### src/rtl/cpu_operand_fetch.sv
// Operand fetch stage for the moxie 2-write/2-read register file.
// Drives the file's registered read ports, snoops both write ports so that
// operands never pick up a stale value across a read-during-write, keeps a
// busy scoreboard for long-latency destinations, and hands operand pairs to
// execute through a two-stage valid/ready pipeline (S1 = indices and
// forward capture, S2 = output register).
module cpu_operand_fetch #(
    parameter int WIDTH = 32,
    parameter int NREGS = 16,
    parameter int IDXW  = 4
) (
    input  logic             clk_i,
    input  logic             rst_i,
    // decode side
    input  logic             req_valid_i,
    output logic             req_ready_o,
    input  logic [IDXW-1:0]  req_ra_i,
    input  logic [IDXW-1:0]  req_rb_i,
    input  logic             req_use_ra_i,
    input  logic             req_use_rb_i,
    // scoreboard reservation
    input  logic             mark_busy_i,
    input  logic [IDXW-1:0]  mark_busy_index_i,
    // register file write port snoop
    input  logic             write_enable0_i,
    input  logic [IDXW-1:0]  reg_write_index0_i,
    input  logic [WIDTH-1:0] value0_i,
    input  logic             write_enable1_i,
    input  logic [IDXW-1:0]  reg_write_index1_i,
    input  logic [WIDTH-1:0] value1_i,
    // register file read ports
    output logic [IDXW-1:0]  reg_read_index0_o,
    output logic [IDXW-1:0]  reg_read_index1_o,
    input  logic [WIDTH-1:0] rf_value0_i,
    input  logic [WIDTH-1:0] rf_value1_i,
    // execute side
    output logic             op_valid_o,
    input  logic             op_ready_i,
    output logic [WIDTH-1:0] opa_o,
    output logic [WIDTH-1:0] opb_o,
    output logic [NREGS-1:0] busy_o
);

    // Look up an index against both snooped write ports. Returns
    // {hit, data}; port 1 is checked last so it wins when both ports
    // target the same register.
    function automatic logic [WIDTH:0] snoop_lookup(
        input logic [IDXW-1:0]  idx,
        input logic             we0,
        input logic [IDXW-1:0]  wi0,
        input logic [WIDTH-1:0] wv0,
        input logic             we1,
        input logic [IDXW-1:0]  wi1,
        input logic [WIDTH-1:0] wv1
    );
        logic [WIDTH:0] res;
        res = '0;
        if (we0 && (wi0 == idx)) begin
            res = {1'b1, wv0};
        end
        if (we1 && (wi1 == idx)) begin
            res = {1'b1, wv1};
        end
        return res;
    endfunction

    // Per-operand views of the request and file data (0 = A, 1 = B)
    logic [IDXW-1:0]  req_idx  [2];
    logic [WIDTH-1:0] rf_value [2];

    assign req_idx[0]  = req_ra_i;
    assign req_idx[1]  = req_rb_i;
    assign rf_value[0] = rf_value0_i;
    assign rf_value[1] = rf_value1_i;

    // S1: accepted indices plus forward capture
    logic             s1_valid_q, s1_valid_d;
    logic [IDXW-1:0]  s1_idx_q      [2];
    logic [IDXW-1:0]  s1_idx_d      [2];
    logic             fwd_q         [2];
    logic             fwd_d         [2];
    logic [WIDTH-1:0] fwd_data_q    [2];
    logic [WIDTH-1:0] fwd_data_d    [2];

    // S2: output register and the indices the held operands came from
    logic             op_valid_q, op_valid_d;
    logic [WIDTH-1:0] op_q          [2];
    logic [WIDTH-1:0] op_d          [2];
    logic [IDXW-1:0]  s2_idx_q      [2];
    logic [IDXW-1:0]  s2_idx_d      [2];

    // Scoreboard
    logic [NREGS-1:0] busy_q, busy_d;

    // Pipeline handshake
    logic advance;
    logic hazard;
    logic accept;

    assign advance     = s1_valid_q && (!op_valid_q || op_ready_i);
    assign hazard      = (req_use_ra_i && busy_q[req_ra_i]) ||
                         (req_use_rb_i && busy_q[req_rb_i]);
    assign req_ready_o = !hazard && (!s1_valid_q || advance);
    assign accept      = req_valid_i && req_ready_o;

    // Per-operand combinational datapath
    logic [IDXW-1:0]  rd_idx    [2];
    logic             rd_hit    [2];
    logic [WIDTH-1:0] rd_data   [2];
    logic [WIDTH-1:0] cap_value [2];
    logic             hold_hit  [2];
    logic [WIDTH-1:0] hold_data [2];

    genvar gi;
    generate
        for (gi = 0; gi < 2; gi++) begin : g_opnd
            logic [WIDTH:0] rd_snoop;
            logic [WIDTH:0] cap_snoop;
            logic [WIDTH:0] hold_snoop;

            // A stalled S1 keeps re-reading its own indices so the file
            // data stays current; otherwise the file follows decode.
            assign rd_idx[gi] = (s1_valid_q && !advance) ? s1_idx_q[gi]
                                                         : req_idx[gi];

            // Write landing on the edge that samples the read index: the
            // file will return the old value, so remember the new one.
            assign rd_snoop    = snoop_lookup(rd_idx[gi],
                                              write_enable0_i, reg_write_index0_i, value0_i,
                                              write_enable1_i, reg_write_index1_i, value1_i);
            assign rd_hit[gi]  = rd_snoop[WIDTH];
            assign rd_data[gi] = rd_snoop[WIDTH-1:0];

            // Value loaded into S2: a write at this very edge beats the
            // remembered forward, which beats the file data.
            assign cap_snoop     = snoop_lookup(s1_idx_q[gi],
                                                write_enable0_i, reg_write_index0_i, value0_i,
                                                write_enable1_i, reg_write_index1_i, value1_i);
            assign cap_value[gi] = cap_snoop[WIDTH] ? cap_snoop[WIDTH-1:0] :
                                   fwd_q[gi]        ? fwd_data_q[gi]       :
                                                      rf_value[gi];

            // Keeps a pair that execute has not taken yet up to date.
            assign hold_snoop    = snoop_lookup(s2_idx_q[gi],
                                                write_enable0_i, reg_write_index0_i, value0_i,
                                                write_enable1_i, reg_write_index1_i, value1_i);
            assign hold_hit[gi]  = hold_snoop[WIDTH];
            assign hold_data[gi] = hold_snoop[WIDTH-1:0];
        end
    endgenerate

    assign reg_read_index0_o = rd_idx[0];
    assign reg_read_index1_o = rd_idx[1];

    // S1 next state: load on accept, replay-capture while stalled, else drain
    always_comb begin
        s1_valid_d = s1_valid_q;
        for (int k = 0; k < 2; k++) begin
            s1_idx_d[k]   = s1_idx_q[k];
            fwd_d[k]      = fwd_q[k];
            fwd_data_d[k] = fwd_data_q[k];
        end
        if (accept) begin
            s1_valid_d = 1'b1;
            for (int k = 0; k < 2; k++) begin
                s1_idx_d[k]   = req_idx[k];
                fwd_d[k]      = rd_hit[k];
                fwd_data_d[k] = rd_data[k];
            end
        end else if (s1_valid_q && !advance) begin
            for (int k = 0; k < 2; k++) begin
                fwd_d[k]      = rd_hit[k];
                fwd_data_d[k] = rd_data[k];
            end
        end else begin
            s1_valid_d = 1'b0;
            for (int k = 0; k < 2; k++) begin
                fwd_d[k] = 1'b0;
            end
        end
    end

    // S2 next state: capture on advance, refresh while held, drop on consume
    always_comb begin
        op_valid_d = op_valid_q;
        for (int k = 0; k < 2; k++) begin
            op_d[k]     = op_q[k];
            s2_idx_d[k] = s2_idx_q[k];
        end
        if (advance) begin
            op_valid_d = 1'b1;
            for (int k = 0; k < 2; k++) begin
                op_d[k]     = cap_value[k];
                s2_idx_d[k] = s1_idx_q[k];
            end
        end else if (op_valid_q && !op_ready_i) begin
            for (int k = 0; k < 2; k++) begin
                if (hold_hit[k]) begin
                    op_d[k] = hold_data[k];
                end
            end
        end else begin
            op_valid_d = 1'b0;
        end
    end

    // Scoreboard next state: writes clear, a reservation at the same edge wins
    always_comb begin
        busy_d = busy_q;
        if (write_enable0_i) begin
            busy_d[reg_write_index0_i] = 1'b0;
        end
        if (write_enable1_i) begin
            busy_d[reg_write_index1_i] = 1'b0;
        end
        if (mark_busy_i) begin
            busy_d[mark_busy_index_i] = 1'b1;
        end
    end

    // State registers; reset drops anything in flight
    always_ff @(posedge clk_i or posedge rst_i) begin
        if (rst_i) begin
            s1_valid_q <= 1'b0;
            op_valid_q <= 1'b0;
            busy_q     <= '0;
            for (int k = 0; k < 2; k++) begin
                s1_idx_q[k]   <= '0;
                fwd_q[k]      <= 1'b0;
                fwd_data_q[k] <= '0;
                op_q[k]       <= '0;
                s2_idx_q[k]   <= '0;
            end
        end else begin
            s1_valid_q <= s1_valid_d;
            op_valid_q <= op_valid_d;
            busy_q     <= busy_d;
            for (int k = 0; k < 2; k++) begin
                s1_idx_q[k]   <= s1_idx_d[k];
                fwd_q[k]      <= fwd_d[k];
                fwd_data_q[k] <= fwd_data_d[k];
                op_q[k]       <= op_d[k];
                s2_idx_q[k]   <= s2_idx_d[k];
            end
        end
    end

    assign op_valid_o = op_valid_q;
    assign opa_o      = op_q[0];
    assign opb_o      = op_q[1];
    assign busy_o     = busy_q;

endmodule

### config.mk
export PLATFORM = sky130hd
export DESIGN_NAME = cpu_operand_fetch
export DESIGN_NICKNAME = d
export VERILOG_FILES = /design/src/rtl/cpu_operand_fetch.sv
export SDC_FILE = /design/constraint.sdc
export NUM_CORES = 1
export LEC_CHECK = 0
export CORE_MARGIN = 2
export CORE_UTILIZATION = 25
export DETAILED_ROUTE_END_ITERATION = 6
export PLACE_DENSITY = 0.5
export SKIP_LAST_GASP = 1
export SYNTH_ARGS = -nofsm -noshare
export SYNTH_HDL_FRONTEND = slang
export SYNTH_SLANG_ARGS = --single-unit
### constraint.sdc
create_clock -name clk_i -period 4.7 [get_ports clk_i]
set_clock_uncertainty 0.15 [all_clocks]
set_input_delay 0.47 -clock clk_i [delete_from_list [all_inputs] [get_ports clk_i]]
set_output_delay 0.47 -clock clk_i [all_outputs]
set_load 0.1 [all_outputs]
==> results of run 1 <==
## cell usage in the layout (no fill, tap or decap), types with 8 or more instances in the layout
cell             instances
clkdlybuf4s50_1        236
dfrtp_1                162
nand3_1                127
nand2_1                123
mux2i_1                104
o31ai_1                102
nor2b_1                 73
a221oi_1                64
o21ai_0                 39
buf_4                   39
a211oi_1                34
o311a_1                 34
a21oi_1                 32
o211ai_1                30
o31ai_2                 27
xor2_1                  23
inv_1                   17
clkbuf_16               17
nor2_1                  15
a22oi_1                 14
mux2_2                  14
xnor2_1                 14
a22o_1                  13
and3_1                   8
## flip-flops by register name, summed over array words and instances, names as in the netlist
signal      flops
fwd_data_q     64
opa_o          32
opb_o          32
busy_o         16
s1_idx_q        8
s2_idx_q        8
fwd_q           2
op_valid_o      1
s1_valid_q      1
## power by group through the flow
| stage | sequential, mW | clock (mW) | combinational (mW) |
|---|---|---|---|
| 6_report | 2.10 | 1.54 | 4.43 |
| 5_1_grt | 2.14 | 1.64 | 4.64 |
| 4_1_cts | 2.10 | 1.59 | 4.45 |
| 3_5_place_dp | 2.12 | 0 | 4.45 |
| 3_3_place_gp | 2.13 | 0 | 4.41 |
| 2_1_floorplan | 3.95 | 0 | 1.29 |
## how the worst min path moves through the flow
stage	startpoint	depth (start not counted)	end	slack, ns
6_report	opb_o[25]$_DFFE_PP0P_	2	opb_o[25]$_DFFE_PP0P_	0.33
5_1_grt	opb_o[25]$_DFFE_PP0P_	2	opb_o[25]$_DFFE_PP0P_	0.35
4_1_cts	opb_o[25]$_DFFE_PP0P_	2	opb_o[25]$_DFFE_PP0P_	0.33
3_5_place_dp	opb_o[25]$_DFFE_PP0P_	2	opb_o[25]$_DFFE_PP0P_	0.32
3_3_place_gp	opb_o[27]$_DFFE_PP0P_	2	opb_o[27]$_DFFE_PP0P_	0.31
2_1_floorplan	fwd_data_q[32]$_DFFE_PP0P_	2	fwd_data_q[32]$_DFFE_PP0P_	0.32
## critical path: stages
cell	delay [ns]
clkdlybuf4s50_1	0.86
mux4_2	0.64
o2111ai_1	0.23
and3_1	0.19
and3_1	0.15
buf_4	0.29
## per-stage QoR
step / hold WS [ns] / total power, mW / setup WS, ns
after global placement: 0.314 / 6.54 / 0.957
final: 0.328 / 8.07 / 1.24
after global routing: 0.350 / 8.41 / 1.14
after CTS: 0.332 / 8.14 / 1.26
after detailed placement: 0.318 / 6.57 / 0.883
after floorplan: 0.319 / 5.24 / 1.53
## cells by family (layout without fill, tap and decap cells)
kind of cell | count (synthesis) | count (layout) | share of synthesized area, %
flip-flops | 164 | 164 | 35.4
AO/OA/AOI/OAI | 412 | 412 | 28.0
buffers and inverters | 157 | 330 | 5.84
AND/OR/NAND/NOR | 380 | 380 | 16.8
XOR/XNOR | 37 | 37 | 2.80
multiplexers | 122 | 122 | 11.1
## per-layer routing
metal	track usage (%)	vias to the layer above	part of all wire (%)
met5	0	-	0
met4	5.36	0	1.6
met3	2.74	50	5.1
met2	32.7	444	48
met1	27.4	5796	45
li1	-	5201	-
## area by class of cell
type                       instances  area (sq um)
fill                            4677         30400
multi-input combinational        951          6920
sequential                       164          4110
timing repair buffer             279          2720
tap                              600           751
clock buffer                      21           480
clock inverter                    11           150
inverter                          19          75.1
==> impl_metrics.tcl, run 1 <==
set metrics [dict create \
    status "completed" \
    nNetsFinal 1589 \
    finalWirelength_mm 48.4 \
    setup_viol 0 \
    clockBufferDepth 2 \
    switching_share_pct 52.7 \
    ant_nets 0 \
    routabilityCongestion 0.853 \
    seqPwrFrac_pct 26.0 \
    netlist_top_cells_count "164 x dfrtp_1, 128 x nand3_1, 124 x nand2_1" \
    p_leak_nw 5.66 \
    setup-tns-final_ns 0 \
    hold_violations 0 \
    timing.fmax_ghz 0.289 \
    worstPathArrival_ns 2.84 \
    wire_per_inst_microns 23.7 \
    pin_count 247 \
    clkPwrFrac_pct 19.1 \
    chipWidth_microns 219 \
    synthArstFlopShare_pct 100 \
    grt_antenna_before_repair 0 \
    grt_pass1_wl_mm 73.1 \
    crit_fanout 9 \
    synthTopCellsByArea "dfrtp_1 35%, mux2i_1 9.0%, o31ai_1 6.7%" \
    end_kind "output port" \
    tightest_slew_ns 1.16 \
    syn-num-nets 1429 \
    vias 11491 \
    synth_cells 1272 \
    clkLatencyLatePin_ns 0.44 \
    synth_top_area_cell "dfrtp_1" \
    dpl_cell_area_sq_um 14600 \
    start_kind "input port" \
    clockRootBuffer "clkbuf_16" \
    reg2regPathDepth 6 \
    post_drt_via_cell_ratio 5.62 \
    dp_hpwl_mm 32.0 \
    max_slew_margin_pct 22.5 \
    layout_worst_path_cycle_share_pct 73.6 \
    grt_pass1_vias 11434 \
    powerDensity_nw_per_um2 530 \
    synth.distinct_cells 51 \
    synth_edf_count 0 \
    dieArea_sq_um 48100 \
    reg2reg_slack_ns 1.77 \
    p_int_mw 3.81 \
    critPathKind "input port to output port" \
    synth_ff_type "dfrtp_1" \
    antenna_cells 0 \
    final_util_pct 33.4 \
    hp-class "flop to flop" \
    core_sq_um 45600 \
    yosysWarnings 0 \
    instances_no_fill 2045 \
    clk_pin_slew_worst_paths_ns 0.06 \
    finalMaxSlewViolations 0 \
    first_pass_iters 5 \
    switchingPower_mw 4.25 \
    synth.top_cell.area_share_pct 35.4 \
    maxCapViolations 0 \
    ys_ff_latch 164 \
    ys_seq_area_share_pct 35.4 \
    drt_iter0_drc 1058 \
    p_comb_share_pct 54.9 \
    drc 0 \
    io_buffers 246 \
    die_h_microns 219 \
    synthToLayoutAreaGrowth_pct 31.3 \
    ctsHoldBuffers 0 \
    start_util_pct 25.4 \
    final_area_sq_um 15200 \
    cts_tree "yes" \
    rsz0062_at_grt "no" \
    setup.worst_path.end "req_ready_o" \
    grtUsageTotal_pct 20.0 \
    ir_drop_mv 0.404 \
    floorplan.rows 78 \
    rr_startpoint "s2_idx_q[3]$_DFFE_PP0P_" \
    grt_start_max_net_pins 165 \
    clkSinkCount 164 \
    synth_area_sq_um 11600 \
    avgSynthCellArea_sq_um 9.10 \
    drive_above_1_share_pct 9.97 \
    r2r-end "opb_o[31]$_DFFE_PP0P_" \
    post_cts.repair.setup_buffers 0 \
    cts_made_buffers 17 \
    htreeDepth 4 \
    crit_start "req_ra_i[0]" \
    gr-total-overflow 0 \
    yosysMostFrequentCell "dfrtp_1" \
    fin_crit_ns 3.46 \
    ctsResizeCount 0 \
    dp.cells 2013 \
    required_ns 4.08 \
]
Note: power is estimated with default switching activity, not from simulation.
==> inputs of run 2 (changes only) <==
--- a/config.mk
+++ b/config.mk
@@ -8,7 +8,7 @@
 export CORE_MARGIN = 2
 export CORE_UTILIZATION = 25
 export DETAILED_ROUTE_END_ITERATION = 6
-export PLACE_DENSITY = 0.5
+export PLACE_DENSITY = 0.48
 export SKIP_LAST_GASP = 1
 export SYNTH_ARGS = -nofsm -noshare
 export SYNTH_HDL_FRONTEND = slang
==> constraint.sdc (replaced) <==
create_clock -name clk_i -period 3.52 [get_ports clk_i]
set_clock_uncertainty 0.15 [all_clocks]
set_input_delay 0.352 -clock clk_i [delete_from_list [all_inputs] [get_ports clk_i]]
set_output_delay 0.352 -clock clk_i [all_outputs]
set_load 0.1 [all_outputs]
==> impl_metrics.tcl, run 2 (synthesis gave the netlist of run 1 again) <==
set metrics [dict create \
    regArea_sq_um 4110 \
    grt_pass1_wl_mm 74.8 \
    htreeDepth 4 \
    cts_made_buffers 17 \
    critPathKind "input port to flop" \
    ctsHoldBuffers 0 \
    ctsResizeCount 0 \
    ir_drop_mv 0.566 \
    start_kind "input port" \
    hp-class "input port to asynchronous set/reset pin" \
    cts_tree "yes" \
    clockBufferDepth 2 \
    maxCapViolations 0 \
    post_drt_via_cell_ratio 5.66 \
    clkLatencyLatePin_ns 0.45 \
    rsz0062_at_grt "no" \
    worstPathArrival_ns 3.17 \
    multi_input_comb_area_sq_um 6920 \
    dp.cells 2034 \
    finalMaxSlewViolations 0 \
    instances_no_fill 2068 \
    drive_above_1_share_pct 11.2 \
    chipWidth_microns 219 \
    status "completed" \
    clockRootBuffer "clkbuf_16" \
    pin_count 247 \
    largest_register "fwd_data_q" \
    clk_pin_slew_worst_paths_ns 0.07 \
    grt_start_max_net_pins 68 \
    fillers 4629 \
    ant_nets 0 \
    finalWirelength_mm 50.0 \
    required_ns 3.72 \
    grt_pass1_vias 11581 \
    layout_worst_path_cycle_share_pct 84.3 \
    wire_per_inst_microns 24.2 \
    dieArea_sq_um 48100 \
    p_leak_nw 5.81 \
    clkSinkCount 164 \
    drc 0 \
    vias 11696 \
    floorplan.rows 78 \
    post_cts.repair.setup_buffers 0 \
    grtUsageTotal_pct 20.6 \
    finalPower_mw 10.9 \
    tightest_slew_ns 1.15 \
    core_sq_um 45600 \
    hold_slack_ns 0.196 \
    final_cell_mix "235 x clkdlybuf4s50_1, 162 x dfrtp_1, 127 x nand3_1, 123 x nand2_1, 104 x mux2i_1" \
    synthToLayoutAreaGrowth_pct 34.0 \
    timing.fmax_ghz 0.337 \
    hold_violations 0 \
    drt_iter0_drc 955 \
    dp_hpwl_mm 33.7 \
    gr-total-overflow 0 \
    largest_reg_flops 64 \
    crit_fanout 22 \
    powerDensity_nw_per_um2 700 \
    setup_viol 0 \
    die_h_microns 219 \
    routabilityCongestion 0.854 \
    start_util_pct 25.4 \
    end_kind "flop" \
    fin_crit_ns 2.97 \
    setup-tns-final_ns 0 \
    final_common_cell "clkdlybuf4s50_1" \
    max_slew_margin_pct 23.3 \
    io_buffers 246 \
    first_pass_iters 6 \
    grt_antenna_before_repair 1 \
    nNetsFinal 1610 \
]
==> run 2: changes by cell type in the layout (fill, tap and decap cells not counted), sizes merged <==
| cell | change |
|---|---|
| clkinvlp | +3 |
| diode | +2 |
| buf | +22 |
| clkinv | -5 |
| inv | +2 |
| clkdlybuf4s50 | -1 |
==> run 2: where the power goes <==
part / switching (mW) / internal, mW / total [mW]
Combinational: 4.41 / 1.60 / 6.01
Clock: 0.884 / 1.16 / 2.04
Sequential: 0.449 / 2.36 / 2.81
==> run 2: area by class of cell <==
class / instances / share of cell area, %
Multi-Input combinational cell: 951 / 44.6
Sequential cell: 164 / 26.5
Timing Repair Buffer: 300 / 19.7
Tap cell: 600 / 4.84
Clock buffer: 21 / 2.97
Clock inverter: 11 / 0.967
Inverter: 19 / 0.484
Antenna cell: 2 / 0.0322
==> run 2: final timing paths <==
check / cells after the start / start / endpoint / slack, ns
min in group clk_i: 2 / opa_o[23]$_DFFE_PP0P_ / opa_o[23]$_DFFE_PP0P_ / 0.33
worst max register to register: 8 / s1_valid_q$_DFFE_PP0P_ / fwd_data_q[31]$_DFFE_PP0P_ / 0.68
max in group asynchronous: 3 / rst_i / opa_o[31]$_DFFE_PP0P_ / 2.13
worst max-delay path: 9 / reg_write_index0_i[3] / opa_o[4]$_DFFE_PP0P_ / 0.55
worst min register to register: 2 / opa_o[23]$_DFFE_PP0P_ / opa_o[23]$_DFFE_PP0P_ / 0.33
worst min-delay path: 2 / rst_i / opa_o[27]$_DFFE_PP0P_ / 0.20
==> run 2: critical path, stage by stage <==
cell	delay [ns]
clkdlybuf4s50_1	0.72
inv_1	0.20
a222oi_1	0.30
nor4b_1	0.50
buf_4	0.23
nor2b_4	0.14
buf_4	0.33
a221oi_1	0.14
o31ai_1	0.24
==> run 2: per-layer routing <==
| metal | part of all wire [%] | wire length, microns | track usage, % | up-vias |
|---|---|---|---|---|
| li1 | - | - | - | 5259 |
| met1 | 45 | 22600 | 28.3 | 5907 |
| met2 | 47 | 23600 | 33.5 | 480 |
| met3 | 5.9 | 2950 | 2.81 | 50 |
| met4 | 1.6 | 811 | 5.86 | 0 |
| met5 | 0 | 0 | 0 | - |
==> run 2: per-stage QoR <==
| step | util, % | setup slack, ns | instance area (sq um) |
|---|---|---|---|
| after floorplan | - | 0.353 | 11600 |
| after global placement | 32.7 | 0.143 | 14900 |
| after detailed placement | 32.7 | 0.176 | 14900 |
| after CTS | 34.0 | 0.566 | 15500 |
| after global routing | 34.1 | 0.375 | 15500 |
| final | 34.1 | 0.551 | 15500 |
==> inputs of run 3 (changes only) <==
--- a/config.mk
+++ b/config.mk
@@ -8,7 +8,7 @@
 export CORE_MARGIN = 2
 export CORE_UTILIZATION = 25
 export DETAILED_ROUTE_END_ITERATION = 6
-export PLACE_DENSITY = 0.48
+export PLACE_DENSITY = 0.5
 export SKIP_LAST_GASP = 1
 export SYNTH_ARGS = -nofsm -noshare
 export SYNTH_HDL_FRONTEND = slang
==> constraint.sdc (replaced) <==
create_clock -name clk_i -period 2.5 [get_ports clk_i]
set_clock_uncertainty 0.15 [all_clocks]
set_input_delay 0.25 -clock clk_i [delete_from_list [all_inputs] [get_ports clk_i]]
set_output_delay 0.25 -clock clk_i [all_outputs]
set_load 0.1 [all_outputs]
==> impl_metrics.tcl, run 3 (synthesis gave the netlist of run 1 again) <==
set metrics [dict create \
    chipWidth_microns 219 \
    first_pass_iters 5 \
    status "finished, violations left" \
    setup-tns-final_ns -0.0649 \
    rsz0062_at_grt "yes" \
    switching_share_pct 52.7 \
    p_leak_nw 6.74 \
    io_buffers 246 \
    clkPwrFrac_pct 17.5 \
    grt_start_max_net_pins 52 \
    clkSinkCount 164 \
    core_sq_um 45600 \
    final_cell_mix "197 x buf_4, 153 x clkdlybuf4s50_1, 150 x dfrtp_1, 127 x nand3_1, 123 x nand2_1" \
    vias 12115 \
    clk_pin_slew_worst_paths_ns 0.07 \
    drt_iter0_drc 1039 \
    fin_crit_ns 2.56 \
    grt_pass1_wl_mm 76.8 \
    critPathKind "flop to output port" \
    violations "negative setup slack" \
    tightest_slew_ns 0.721 \
    nNetsFinal 1725 \
    powerDensity_nw_per_um2 930 \
    dpl_cell_area_sq_um 15800 \
    max_stage_delay_ns 0.52 \
    seqPwrFrac_pct 24.7 \
    ctsHoldBuffers 0 \
    clockRootBuffer "clkbuf_16" \
    timing.fmax_ghz 0.390 \
    clkLatencyLatePin_ns 0.45 \
    synthToLayoutAreaGrowth_pct 46.0 \
    drive_above_1_share_pct 25.7 \
    start_util_pct 25.4 \
    layout_worst_path_cycle_share_pct 103 \
    hold_slack_ns 0.128 \
    crit_fanout 4 \
    hp-class "input port to asynchronous set/reset pin" \
    htreeDepth 4 \
    finalMaxSlewViolations 0 \
    switchingPower_mw 8.29 \
    cp_cell_sequence "mux4_2 > o2111ai_2 > and3_1 > and3_4 > buf_12" \
    largest_register "fwd_data_q" \
    start_kind "flop" \
    grt_antenna_before_repair 1 \
    ir_drop_mv 0.699 \
    grt_pass1_vias 11798 \
    required_ns 2.10 \
    p_int_mw 7.45 \
    gr-total-overflow 0 \
    setup_viol 1 \
    post_drt_via_cell_ratio 5.55 \
    die_h_microns 219 \
    grtUsageTotal_pct 21.2 \
    slowest_stage "mux4_2" \
    max_slew_margin_pct 51.8 \
    finalPower_mw 15.7 \
    cts_tree "yes" \
    dieArea_sq_um 48100 \
    cts_made_buffers 17 \
    pin_count 247 \
    worstPathArrival_ns 2.16 \
    final_util_pct 37.1 \
    end_kind "output port" \
    floorplan.rows 78 \
    drc 0 \
    fillers 4544 \
    clockBufferDepth 2 \
    final_common_cell "buf_4" \
    maxCapViolations 0 \
    fin_ws_ns -0.0649 \
    largest_reg_flops 64 \
    dp_hpwl_mm 36.3 \
    routabilityCongestion 0.846 \
    p_comb_share_pct 57.8 \
    finalWirelength_mm 52.1 \
    final_area_sq_um 16900 \
    hold_violations 0 \
    wire_per_inst_microns 23.9 \
    ant_nets 0 \
]
run 3: changes by cell type in the layout (fill, tap and decap cells not counted), moves of 7 or more:
cell,change
buf_12,+33
buf_4,+150
buf_6,+7
clkdlybuf4s50_1,-82
dfrtp_1,-12
dfrtp_2,+12
mux2i_1,-7
o31ai_1,-16
o31ai_2,+13
run 3: power by group through the flow:
| stage | Sequential (mW) | Clock (mW) | Combinational [mW] |
|---|---|---|---|
| after floorplan | 7.44 | 0 | 2.47 |
| after global placement | 3.93 | 0 | 8.79 |
| after detailed placement | 3.92 | 0 | 8.87 |
| after CTS | 3.89 | 2.82 | 8.97 |
| after global routing | 3.97 | 2.92 | 9.51 |
| final | 3.89 | 2.75 | 9.09 |
run 3: stage by stage:
stage / setup slack [ns] / std cells
2_1_floorplan: -0.163 / 1272
3_3_place_gp: -0.691 / 2123
3_5_place_dp: -0.756 / 2123
4_1_cts: -0.0790 / 2164
5_1_grt: -0.137 / 2182
6_report: -0.0649 / 2182
run 3: repair_timing:
| item | 4_1_cts | 5_1_grt |
|---|---|---|
| pin swaps | 3 | 6 |
| gates resized for setup | 5 | 38 |
| setup buffers | 7 | 15 |
| endpoints found under the setup margin | 125 | 111 |
| endpoints found under the hold margin | 0 | 0 |
| gates cloned | 2 | 3 |
run 3: path summary, 6_finish.rpt:
kind | depth (start not counted) | startpoint | to | slack [ns]
max | 5 | busy_o[15]$_DFF_PP0_ | req_ready_o | -0.06
max in group asynchronous | 3 | rst_i | busy_o[3]$_DFF_PP0_ | 1.44
min in group clk_i | 3 | req_ra_i[0] | s1_idx_q[4]$_DFFE_PP0P_ | 0.27
max reg2reg | 10 | s1_valid_q$_DFFE_PP0P_ | fwd_data_q[43]$_DFFE_PP0P_ | 0.07
min reg2reg | 2 | opb_o[14]$_DFFE_PP0P_ | opb_o[14]$_DFFE_PP0P_ | 0.33
min | 2 | rst_i | fwd_data_q[24]$_DFFE_PP0P_ | 0.13
run 3: worst max-delay path: cells and delay by family (launching register included):
kind | cells | cell delay [ns]
buffers and inverters | 1 | 0.17
AOI/OAI and AO/OA | 1 | 0.20
muxes | 1 | 0.52
DFF | 1 | 0.44
and+or+nand+nor | 2 | 0.39
run 3: cell type report:
type / count / area [sq um] / area share (%)
multi-input combinational: 954 / 7200 / 42.6
sequential: 164 / 4120 / 24.4
inverter: 19 / 75.1 / 0.444
clock inverter: 14 / 153 / 0.902
timing repair buffer: 412 / 4170 / 24.7
tap: 600 / 751 / 4.44
antenna: 1 / 2.50 / 0.0148
clock buffer: 18 / 439 / 2.60
run 3: routing by layer:
metal | global-route usage [%] | part of all wire (%)
met1 | 28.4 | 44
met4 | 6.13 | 2.1
met3 | 2.97 | 6.0
met2 | 35.5 | 48
met5 | 0 | 0
